`src/rtl/tank_pkg.sv`:
```
// Shared types for the tank hit/score block: game states, bullet status codes,
// start key and winner encodings.
package tank_pkg;

    typedef enum logic [1:0] {
        StIdle   = 2'b00,
        StPlay   = 2'b01,
        StStruck = 2'b10,
        StOver   = 2'b11
    } game_state_e;

    typedef enum logic [1:0] {
        HitNone   = 2'b00,
        HitFlight = 2'b01,
        HitWall   = 2'b10
    } hit_e;

    typedef enum logic [1:0] {
        WinNone  = 2'b00,
        WinTank0 = 2'b01,
        WinTank1 = 2'b10,
        WinDraw  = 2'b11
    } winner_e;

    localparam logic [7:0] KEY_START = 8'h2C;

    function automatic winner_e winner_of(input logic [1:0] l0, input logic [1:0] l1);
        if (l0 == 2'd0 && l1 == 2'd0) return WinDraw;
        if (l0 == 2'd0)               return WinTank1;
        if (l1 == 2'd0)               return WinTank0;
        return WinNone;
    endfunction

endpackage

```
`src/rtl/box_overlap.sv`:
```
// Combinational overlap test of a bullet square against a tank square.
// Sums are widened to 11 bits so boxes near the 10-bit edge never wrap.
module box_overlap #(
    parameter int unsigned A_SIZE = 16,
    parameter int unsigned B_SIZE = 32
) (
    input  logic [9:0] a_x,
    input  logic [9:0] a_y,
    input  logic [9:0] b_x,
    input  logic [9:0] b_y,
    output logic       overlap
);

    logic [10:0] ax, ay, bx, by;

    assign ax = {1'b0, a_x};
    assign ay = {1'b0, a_y};
    assign bx = {1'b0, b_x};
    assign by = {1'b0, b_y};

    assign overlap = (ax < bx + 11'(B_SIZE)) && (ax + 11'(A_SIZE) > bx) &&
                     (ay < by + 11'(B_SIZE)) && (ay + 11'(A_SIZE) > by);

endmodule

```
`src/rtl/tank_hit_score.sv`:
```
// Two-tank hit detection, lives, invulnerability and game-state sequencing.
// Optional sprite blink during invulnerability: define TANK_HIT_FLASH_EN.
module tank_hit_score import tank_pkg::*; #(
    parameter int unsigned LIVES_INIT    = 3,
    parameter int unsigned INVULN_FRAMES = 60,
    parameter int unsigned TANK_SIZE     = 32,
    parameter int unsigned BULLET_SIZE   = 16
) (
    input  logic       Clk,
    input  logic       Reset_n,
    input  logic       frame_clk,
    input  logic [7:0] keycode,
    input  logic [9:0] tank0_X,
    input  logic [9:0] tank0_Y,
    input  logic [9:0] tank1_X,
    input  logic [9:0] tank1_Y,
    input  logic [9:0] bullet0_X,
    input  logic [9:0] bullet0_Y,
    input  logic [9:0] bullet1_X,
    input  logic [9:0] bullet1_Y,
    input  logic [1:0] hit0,
    input  logic [1:0] hit1,
    output logic [1:0] game_state,
    output logic [1:0] lives0,
    output logic [1:0] lives1,
    output logic       bullet_kill0,
    output logic       bullet_kill1,
    output logic [1:0] winner,
    output logic       flash0,
    output logic       flash1
);

    localparam int unsigned  TimerW     = (INVULN_FRAMES < 16) ? 4 : $clog2(INVULN_FRAMES + 1);
    localparam logic [TimerW-1:0] InvulnLoad = TimerW'(INVULN_FRAMES);
    localparam logic [1:0]   LivesLoad  = 2'(LIVES_INIT);

    game_state_e       state_q, state_d;
    winner_e           winner_q, winner_d;
    logic [1:0]        lives0_q, lives0_d, lives1_q, lives1_d;
    logic [TimerW-1:0] timer0_q, timer0_d, timer1_q, timer1_d;
    logic              kill0_q, kill0_d, kill1_q, kill1_d;
    logic [2:0]        fsync_q;
    logic [1:0]        vld_q;
    logic              armed_q;
    logic              tick;
    logic              ov_b0_t1, ov_b1_t0;
    logic              strike0, strike1;

    // Arm only after a genuine low has been sampled, so a frame_clk already
    // high at reset release does not produce a spurious first tick.
    always_ff @(posedge Clk or negedge Reset_n) begin
        if (!Reset_n) begin
            fsync_q <= 3'b000;
            vld_q   <= 2'b00;
            armed_q <= 1'b0;
        end else begin
            fsync_q <= {fsync_q[1:0], frame_clk};
            vld_q   <= {vld_q[0], 1'b1};
            armed_q <= armed_q | (vld_q[1] & ~fsync_q[1]);
        end
    end

    assign tick = fsync_q[1] & ~fsync_q[2] & armed_q;

    box_overlap #(.A_SIZE(BULLET_SIZE), .B_SIZE(TANK_SIZE)) u_ov_b0_t1 (
        .a_x    (bullet0_X),
        .a_y    (bullet0_Y),
        .b_x    (tank1_X),
        .b_y    (tank1_Y),
        .overlap(ov_b0_t1)
    );

    box_overlap #(.A_SIZE(BULLET_SIZE), .B_SIZE(TANK_SIZE)) u_ov_b1_t0 (
        .a_x    (bullet1_X),
        .a_y    (bullet1_Y),
        .b_x    (tank0_X),
        .b_y    (tank0_Y),
        .overlap(ov_b1_t0)
    );

    assign strike0 = (hit1 == HitFlight) && ov_b1_t0 && (timer0_q == '0);
    assign strike1 = (hit0 == HitFlight) && ov_b0_t1 && (timer1_q == '0);

    always_comb begin
        state_d  = state_q;
        winner_d = winner_q;
        lives0_d = lives0_q;
        lives1_d = lives1_q;
        timer0_d = timer0_q;
        timer1_d = timer1_q;
        kill0_d  = 1'b0;
        kill1_d  = 1'b0;
        unique case (state_q)
            StIdle: begin
                lives0_d = LivesLoad;
                lives1_d = LivesLoad;
                timer0_d = '0;
                timer1_d = '0;
                winner_d = WinNone;
                if (tick && keycode == KEY_START) state_d = StPlay;
            end
            StPlay, StStruck: begin
                if (tick) begin
                    timer0_d = (timer0_q != '0) ? timer0_q - TimerW'(1) : '0;
                    timer1_d = (timer1_q != '0) ? timer1_q - TimerW'(1) : '0;
                    if (state_q == StStruck && (lives0_q == 2'd0 || lives1_q == 2'd0)) begin
                        state_d  = StOver;
                        winner_d = winner_of(lives0_q, lives1_q);
                    end else begin
                        if (strike0) begin
                            lives0_d = (lives0_q != 2'd0) ? lives0_q - 2'd1 : 2'd0;
                            timer0_d = InvulnLoad;
                            kill1_d  = 1'b1;
                        end
                        if (strike1) begin
                            lives1_d = (lives1_q != 2'd0) ? lives1_q - 2'd1 : 2'd0;
                            timer1_d = InvulnLoad;
                            kill0_d  = 1'b1;
                        end
                        if (strike0 || strike1) begin
                            state_d = StStruck;
                        end else if (timer0_d == '0 && timer1_d == '0) begin
                            state_d = StPlay;
                        end
                    end
                end
            end
            StOver: begin
                if (tick && keycode == KEY_START) begin
                    state_d  = StIdle;
                    lives0_d = LivesLoad;
                    lives1_d = LivesLoad;
                    timer0_d = '0;
                    timer1_d = '0;
                    winner_d = WinNone;
                end
            end
        endcase
    end

    always_ff @(posedge Clk or negedge Reset_n) begin
        if (!Reset_n) begin
            state_q  <= StIdle;
            winner_q <= WinNone;
            lives0_q <= LivesLoad;
            lives1_q <= LivesLoad;
            timer0_q <= '0;
            timer1_q <= '0;
            kill0_q  <= 1'b0;
            kill1_q  <= 1'b0;
        end else begin
            state_q  <= state_d;
            winner_q <= winner_d;
            lives0_q <= lives0_d;
            lives1_q <= lives1_d;
            timer0_q <= timer0_d;
            timer1_q <= timer1_d;
            kill0_q  <= kill0_d;
            kill1_q  <= kill1_d;
        end
    end

    assign game_state   = state_q;
    assign winner       = winner_q;
    assign lives0       = lives0_q;
    assign lives1       = lives1_q;
    assign bullet_kill0 = kill0_q;
    assign bullet_kill1 = kill1_q;

`ifdef TANK_HIT_FLASH_EN
    assign flash0 = timer0_q[3];
    assign flash1 = timer1_q[3];
`else
    assign flash0 = 1'b0;
    assign flash1 = 1'b0;
`endif

endmodule

```
`config.mk`:
```
export PLATFORM = sky130hd
export DESIGN_NAME = tank_hit_score
export DESIGN_NICKNAME = d
export VERILOG_FILES = /design/src/rtl/tank_pkg.sv /design/src/rtl/box_overlap.sv /design/src/rtl/tank_hit_score.sv
export SDC_FILE = /design/constraint.sdc
export NUM_CORES = 1
export LEC_CHECK = 0
export CAP_MARGIN = 20
export CORE_MARGIN = 2
export CORE_UTILIZATION = 55
export CTS_BUF_LIST = sky130_fd_sc_hd__clkbuf_16
export CTS_CLUSTER_DIAMETER = 100
export DETAILED_ROUTE_END_ITERATION = 6
export DONT_BUFFER_PORTS = 1
export GPL_ROUTABILITY_DRIVEN = 0
export PLACE_DENSITY = 0.68
export SYNTH_ARGS = -nofsm -noshare
export SYNTH_HDL_FRONTEND = slang
export SYNTH_HIERARCHICAL = 1
export SYNTH_SLANG_ARGS = --single-unit
```
`constraint.sdc`:
```
create_clock -name Clk -period 3.5 [get_ports Clk]
set_clock_uncertainty 0.2 [all_clocks]
set_input_delay 0.7 -clock Clk [delete_from_list [all_inputs] [get_ports Clk]]
set_output_delay 0.7 -clock Clk [all_outputs]
set_load 0.02 [all_outputs]
```
==> results.json, run 1 <==
{
  "status": "completed",
  "pwr-share-clk_pct": 17.2,
  "slew_headroom_pct": 63.8,
  "p_leak_nw": 2.01,
  "grt_pass1_vias": 3402,
  "r2r_slack_ps": 610,
  "final_max_slew_viol_count": 0,
  "fin_setup_tns_ps": 0,
  "p_seq_share_pct": 25.2,
  "crit_chain": "ha_2, nand3_1, xnor2_1, ha_1, nand3_1, a211o_1, a41oi_1, and4_1, and3b_1, or4b_4, nand2b_4, o31a_1, o21ai_1",
  "rows": 30,
  "critPathKind": "in2reg",
  "synth.area.top_cells": "ha_1, dfrtp_1, inv_1",
  "grt_usage_pct": 22.3,
  "setup_viol": 0,
  "p_sw_share_pct": 44.0,
  "r2r-start": "timer0_q[0]",
  "yosys-top-cells-count": "ha_1, inv_1, nand3_1",
  "synthToLayoutAreaGrowth_pct": 8.96,
  "critPathLaunch": "bullet1_Y[4]",
  "clk_latency_ps": 270,
  "cp-end-kind": "flop",
  "hold_path_class": "in2async",
  "worstPathArrival_ps": 3350,
  "avgSynthCellArea_sq_um": 8.18,
  "fill_cells": 620,
  "fp.coreArea_sq_um": 6830,
  "synthMuxAreaShare_pct": 0.512,
  "synth_top_family_by_area": "adder cells",
  "io_buffers": 0,
  "cap_viol_max_count": 0,
  "synth_cell_type_count": 73,
  "first_pass_iters": 4,
  "clock-sinks": 28,
  "power_density_nw_per_um2": 470,
  "dp_hpwl_mm": 7.20,
  "yosys.area_share.simple_pct": 22.1,
  "critical_path.max_fanout": 5,
  "fin_crit_ps": 3360,
  "worst_pin_slew_ps": 543,
  "period_share_pct": 96.1,
  "synth.most_common_cell": "ha_1",
  "start_util_pct": 57.3,
  "dpl_cell_area_sq_um": 4070,
  "wl_per_cell_microns": 15.3,
  "finalWorstSetupSlack_ps": 138,
  "ys_warn_count": 6,
  "yosys_register_bits": 28,
  "drive_gt1_share_pct": 9.47,
  "drtIter0Drc": 188,
  "clk_pin_slew_ps": 70,
  "antenna_cells": 0,
  "vias": 3454,
  "fp.dieH_microns": 88.3,
  "cts_root_buffer": "clkbuf_16",
  "cp_slowest_cell": "or4b_4",
  "synthFlopType": "dfrtp_1",
  "p_sw_uw": 881,
  "grt_pass1_wl_mm": 14.5,
  "post-place-ws_ps": -205,
  "netlist.area_leader.share_pct": 25.3,
  "finalPower_mw": 2.00,
  "placed_cells": 576,
  "finalNetCount": 661,
  "antenna_left": 0,
  "synth_xor_area_share_pct": 6.49,
  "synthAdderAreaFrac_pct": 25.3,
  "async_flop_share_pct": 100,
  "io_pins": 107,
  "wirelength_mm": 8.92,
  "drc_errors": 0,
  "yosysTopAreaCell": "ha_1",
  "synth_compound_area_share_pct": 20.3,
  "hold_viol_final": 0,
  "worstSetupStartpointType": "input pin",
  "clockBufferDepth": 2,
  "htreeDepth": 1,
  "cts_buffers": 3,
  "tritoncts": "built",
  "die-area_sq_um": 7800,
  "crit_top_cell": "nand3_1",
  "antenna_found_initial": 0,
  "ir_worst_vdd_uv": 215,
  "synth_area_sq_um": 3910,
  "grt_start_max_net_pins": 25,
  "critPathRequiredTime_ps": 3490,
  "synth_edf_count": 0,
  "synth-seq-area-share_pct": 18.0,
  "vias_per_cell": 5.93,
  "p_int_mw": 1.12,
  "final_cells": 582,
  "design_area_sq_um": 4260,
  "combPwrFrac_pct": 57.6,
  "die_w_microns": 88.3,
  "cpPeakStageDelay_ps": 490,
  "max_freq_mhz": 297,
  "synth_cells": 478,
  "overflow": 0
}
==> logic make-up after synthesis <==
family,after synthesis
compound gates,119
simple gates,149
other cells,2
buf+inv,70
mux,2
flops,28
fa+ha+maj,79
xor+xnor,29
==> final cells by class <==
class	instances	area [sq um]	area share (%)
inverter	61	229	5.37
tap	96	120	2.82
clock inverter	1	30.0	0.705
sequential	28	706	16.6
clock buffer	3	75.1	1.76
timing repair buffer	12	103	2.41
multi-input combinational	381	3000	70.4
==> metal layers <==
layer	part of all wire (%)	wire [microns]	GRT usage (%)	vias up
met1	45	3990	27.8	1580
met5	0	0	0	-
met3	5.3	476	3.26	8
li1	-	-	-	1770
met4	0.74	66	5.23	0
met2	49	4380	40.5	96
==> cells in the final DEF (no fill, tap or decap), types with 3 or more instances in the layout <==
cell type / instances
nand4b_1: 3
nand2_1: 23
buf_4: 11
o21ai_0: 23
a21oi_1: 26
nand2b_1: 5
o31a_1: 3
nand3b_1: 7
dfstp_2: 4
and3_1: 5
xnor2_1: 25
o22ai_1: 7
nor2_1: 17
xor2_1: 4
nor3_1: 10
nand3_1: 33
ha_1: 77
nor2b_1: 5
clkbuf_16: 3
a211o_1: 3
o2bb2ai_1: 4
a221o_1: 3
conb_1: 3
dfrtp_1: 24
a21o_1: 8
nand3_2: 4
inv_1: 61
nand4_1: 8
or3_1: 3
a211oi_1: 5
o21ai_1: 5
a22o_1: 3
==> state kept, by name, summed over array words and instances, names as in the netlist <==
signal        cells
game_state        2
lives1            2
timer0_q          6
timer1_q          6
bullet_kill1      1
winner            2
bullet_kill0      1
fsync_q           3
lives0            2
vld_q             2
armed_q           1
==> path summary, 6_finish.rpt <==
check	to	depth (start not counted)
min reg2reg	fsync_q[1]	0
min	timer0_q[5]	1
max in group asynchronous	bullet_kill1	1
max	lives0[0]	13
min in group Clk	fsync_q[1]	0
max reg2reg	game_state[0]	7
==> power by group through the flow <==
stage                     registers (mW)  logic [mW]  clock network [mW]
after CTS                          0.500        1.11               0.347
after floorplan                    0.468       0.894                   0
after detailed placement           0.503        1.09                   0
after global placement             0.501        1.08                   0
after global routing               0.515        1.29               0.358
final                              0.503        1.15               0.344
==> through the flow <==
| step | hold slack [ps] | util [%] |
|---|---|---|
| final | 33.2 | 62.4 |
| after detailed placement | 141 | 59.5 |
| after global placement | 132 | 59.5 |
| after floorplan | 131 | - |
| after global routing | 46.4 | 62.4 |
| after CTS | 46.6 | 61.3 |
==> critical path: cells and delay by family <==
family / cells / cell delay (ps)
XOR/XNOR: 1 / 140
adder cells (fa/ha/maj): 2 / 480
AND/OR/NAND/NOR: 6 / 1240
AO/OA/AOI/OAI: 4 / 790
==> repair_timing <==
item,CTS,global route
buffers inserted,0,1
gates resized for setup,0,16
endpoints found under the setup margin,0,3
hold buffers,1,0
hold endpoints to repair,24,0
(Power assumes the default switching activity.)
==> inputs of run 2 (changes only) <==
Settings changed: SYNTH_HIERARCHICAL 1 to not set.
==> results.json, run 2 <==
{
  "status": "completed",
  "die_w_microns": 87.6,
  "ir_worst_vdd_uv": 308,
  "synth_cells": 461,
  "largestRegisters": "timer0_q x6, timer1_q x6, fsync_q x3",
  "io_pins": 107,
  "hold_path_class": "in2async",
  "vias": 3313,
  "vias_per_cell": 5.94,
  "io_buffers": 0,
  "fp.dieH_microns": 87.6,
  "drc_errors": 0,
  "post_cts_resize_count": 0,
  "worst-r2r-cell-count": 9,
  "layout_commonest_cell": "ha_1",
  "tritoncts": "built",
  "grt_setup_unrepaired": "false",
  "period_share_pct": 83.8,
  "max_freq_mhz": 341,
  "critPathKind": "in2reg",
  "critPathLaunch": "bullet0_X[4]",
  "cts_buffers": 3,
  "clk_latency_ps": 260,
  "crit_family": "compound AO/OA/AOI/OAI gates",
  "multiInputGateArea_sq_um": 2870,
  "synth_cell_type_count": 67,
  "htreeDepth": 1,
  "yosysTopAreaCell": "ha_1",
  "fill_cells": 624,
  "cp-endpoint": "lives1[0]",
  "fin_crit_ps": 2930,
  "cp-end-kind": "flop",
  "fin_setup_tns_ps": 0,
  "dp_hpwl_mm": 7.24,
  "netlist.area_leader.share_pct": 25.7,
  "yosys-top-cells-count": "ha_1, inv_1, nand3_1",
  "clockBufferDepth": 2,
  "final_max_slew_viol_count": 0,
  "drive_gt1_share_pct": 5.19,
  "antenna_cells": 0,
  "wirelength_mm": 8.48,
  "cp_num_cells": 11,
  "rows": 30,
  "grt_usage_pct": 22.8,
  "grt_pass1_wl_mm": 14.2,
  "synthToLayoutAreaGrowth_pct": 6.15,
  "grt_start_max_net_pins": 25,
  "overflow": 0,
  "finalPower_mw": 2.01,
  "synth_area_sq_um": 3850,
  "r2r-start": "timer0_q[0]",
  "design_area_sq_um": 4080,
  "dpl_cell_area_sq_um": 3940,
  "ys_warn_count": 0,
  "cp_slowest_cell": "a41oi_1",
  "worstSetupStartpointType": "input pin",
  "synth_edf_count": 0,
  "setup_viol": 0,
  "r2r-end": "game_state[1]",
  "avgSynthCellArea_sq_um": 8.35,
  "crit_chain": "ha_1, nand3_1, xnor2_1, ha_1, nand3_1, a311oi_1, a41oi_1, o2111a_2, nand4b_4, o21a_1, a211o_1",
  "drtIter0Drc": 141,
  "start_util_pct": 56.6,
  "path_buf_inv": 0,
  "cpPeakStageDelay_ps": 320,
  "power_density_nw_per_um2": 493,
  "r2r_slack_ps": 670,
  "slew_headroom_pct": 65.0,
  "synth-seq-area-share_pct": 18.3,
  "synth.most_common_cell": "ha_1",
  "worstPathArrival_ps": 2930,
  "worst_pin_slew_ps": 521,
  "die-area_sq_um": 7680,
  "grt_pass1_vias": 3285,
  "synthFlopType": "dfrtp_1",
  "post-route-util_pct": 60.1,
  "yosys_register_bits": 28,
  "hold_viol_final": 0,
  "first_pass_iters": 4,
  "seqCellArea_sq_um": 706,
  "synth.area.top_cells": "ha_1, dfrtp_1, inv_1",
  "mostFrequentLayoutCells": "ha_1, inv_1, nand3_1",
  "clock-sinks": 28,
  "wl_per_cell_microns": 15.2,
  "cap_viol_max_count": 0,
  "finalNetCount": 637,
  "async_flop_share_pct": 100,
  "antenna_found_initial": 0,
  "clk_pin_slew_ps": 70,
  "critPathRequiredTime_ps": 3500,
  "cts_root_buffer": "clkbuf_16",
  "p_leak_nw": 2.06,
  "antenna_left": 0,
  "critical_path.max_fanout": 7,
  "fp.coreArea_sq_um": 6790
}
run 2: through the flow:
| stage | setup WS (ps) | cells | hold WS (ps) |
|---|---|---|---|
| after detailed placement | 275 | 552 | 140 |
| after global routing | 418 | 558 | 58.6 |
| after floorplan | 642 | 462 | 131 |
| final | 567 | 558 | 70.4 |
| after CTS | 550 | 557 | 67.1 |
| after global placement | 322 | 552 | 134 |
run 2: worst min-delay path by stage:
| stage | from | to | cells past startpoint |
|---|---|---|---|
| floorplan | fsync_q[0] | fsync_q[1] | 0 |
| global placement | vld_q[0] | vld_q[1] | 0 |
| detailed placement | fsync_q[0] | fsync_q[1] | 0 |
| CTS | Reset_n | lives0[1] | 0 |
| global route | Reset_n | lives0[0] | 0 |
| finish | Reset_n | lives1[1] | 0 |
run 2: final cells by class:
type | instances | area share (%)
multi-input combinational | 363 | 70.3
sequential | 28 | 17.3
inverter | 65 | 5.97
tap | 96 | 2.94
clock buffer | 3 | 1.84
timing repair buffer | 2 | 0.919
clock inverter | 1 | 0.735
run 2: layer usage:
layer  GRT usage [%]  up-vias  routed length (microns)
met4            5.03        0                      137
li1                -     1674                        -
met2            38.0       93                     3850
met1            30.2     1532                     3940
met5               0        -                        0
met3            5.09       14                      548
run 2: where the power goes:
group | leakage, nW | switching (mW) | internal (mW) | total (mW)
clock | 0.0511 | 0.113 | 0.228 | 0.341
combinational | 1.66 | 0.639 | 0.538 | 1.18
sequential | 0.354 | 0.105 | 0.391 | 0.496
run 2: worst reg2reg max path: stages, from the launching register on:
cell and delay (ps):
dfrtp_1 450, inv_1 120, ha_1 190, or3b_4 410
nor4_2 290, nand3_1 120, nor4_1 270, nand4_1 280
a311oi_2 290, a2bb2oi_2 160
run 2: cell families after synthesis:
group	after synthesis	synth area share [%]
compound gates	112	21.1
xor+xnor	31	7.06
fa+ha+maj	79	25.7
buf+inv	71	7.12
flops	28	18.3
mux	2	0.553
other cells	2	0.195
simple gates	136	19.9
run 2: timing repair:
item / CTS / global route
endpoints found under the hold margin: 24 / 0
buffers inserted: 0 / 0
hold buffers: 1 / 0
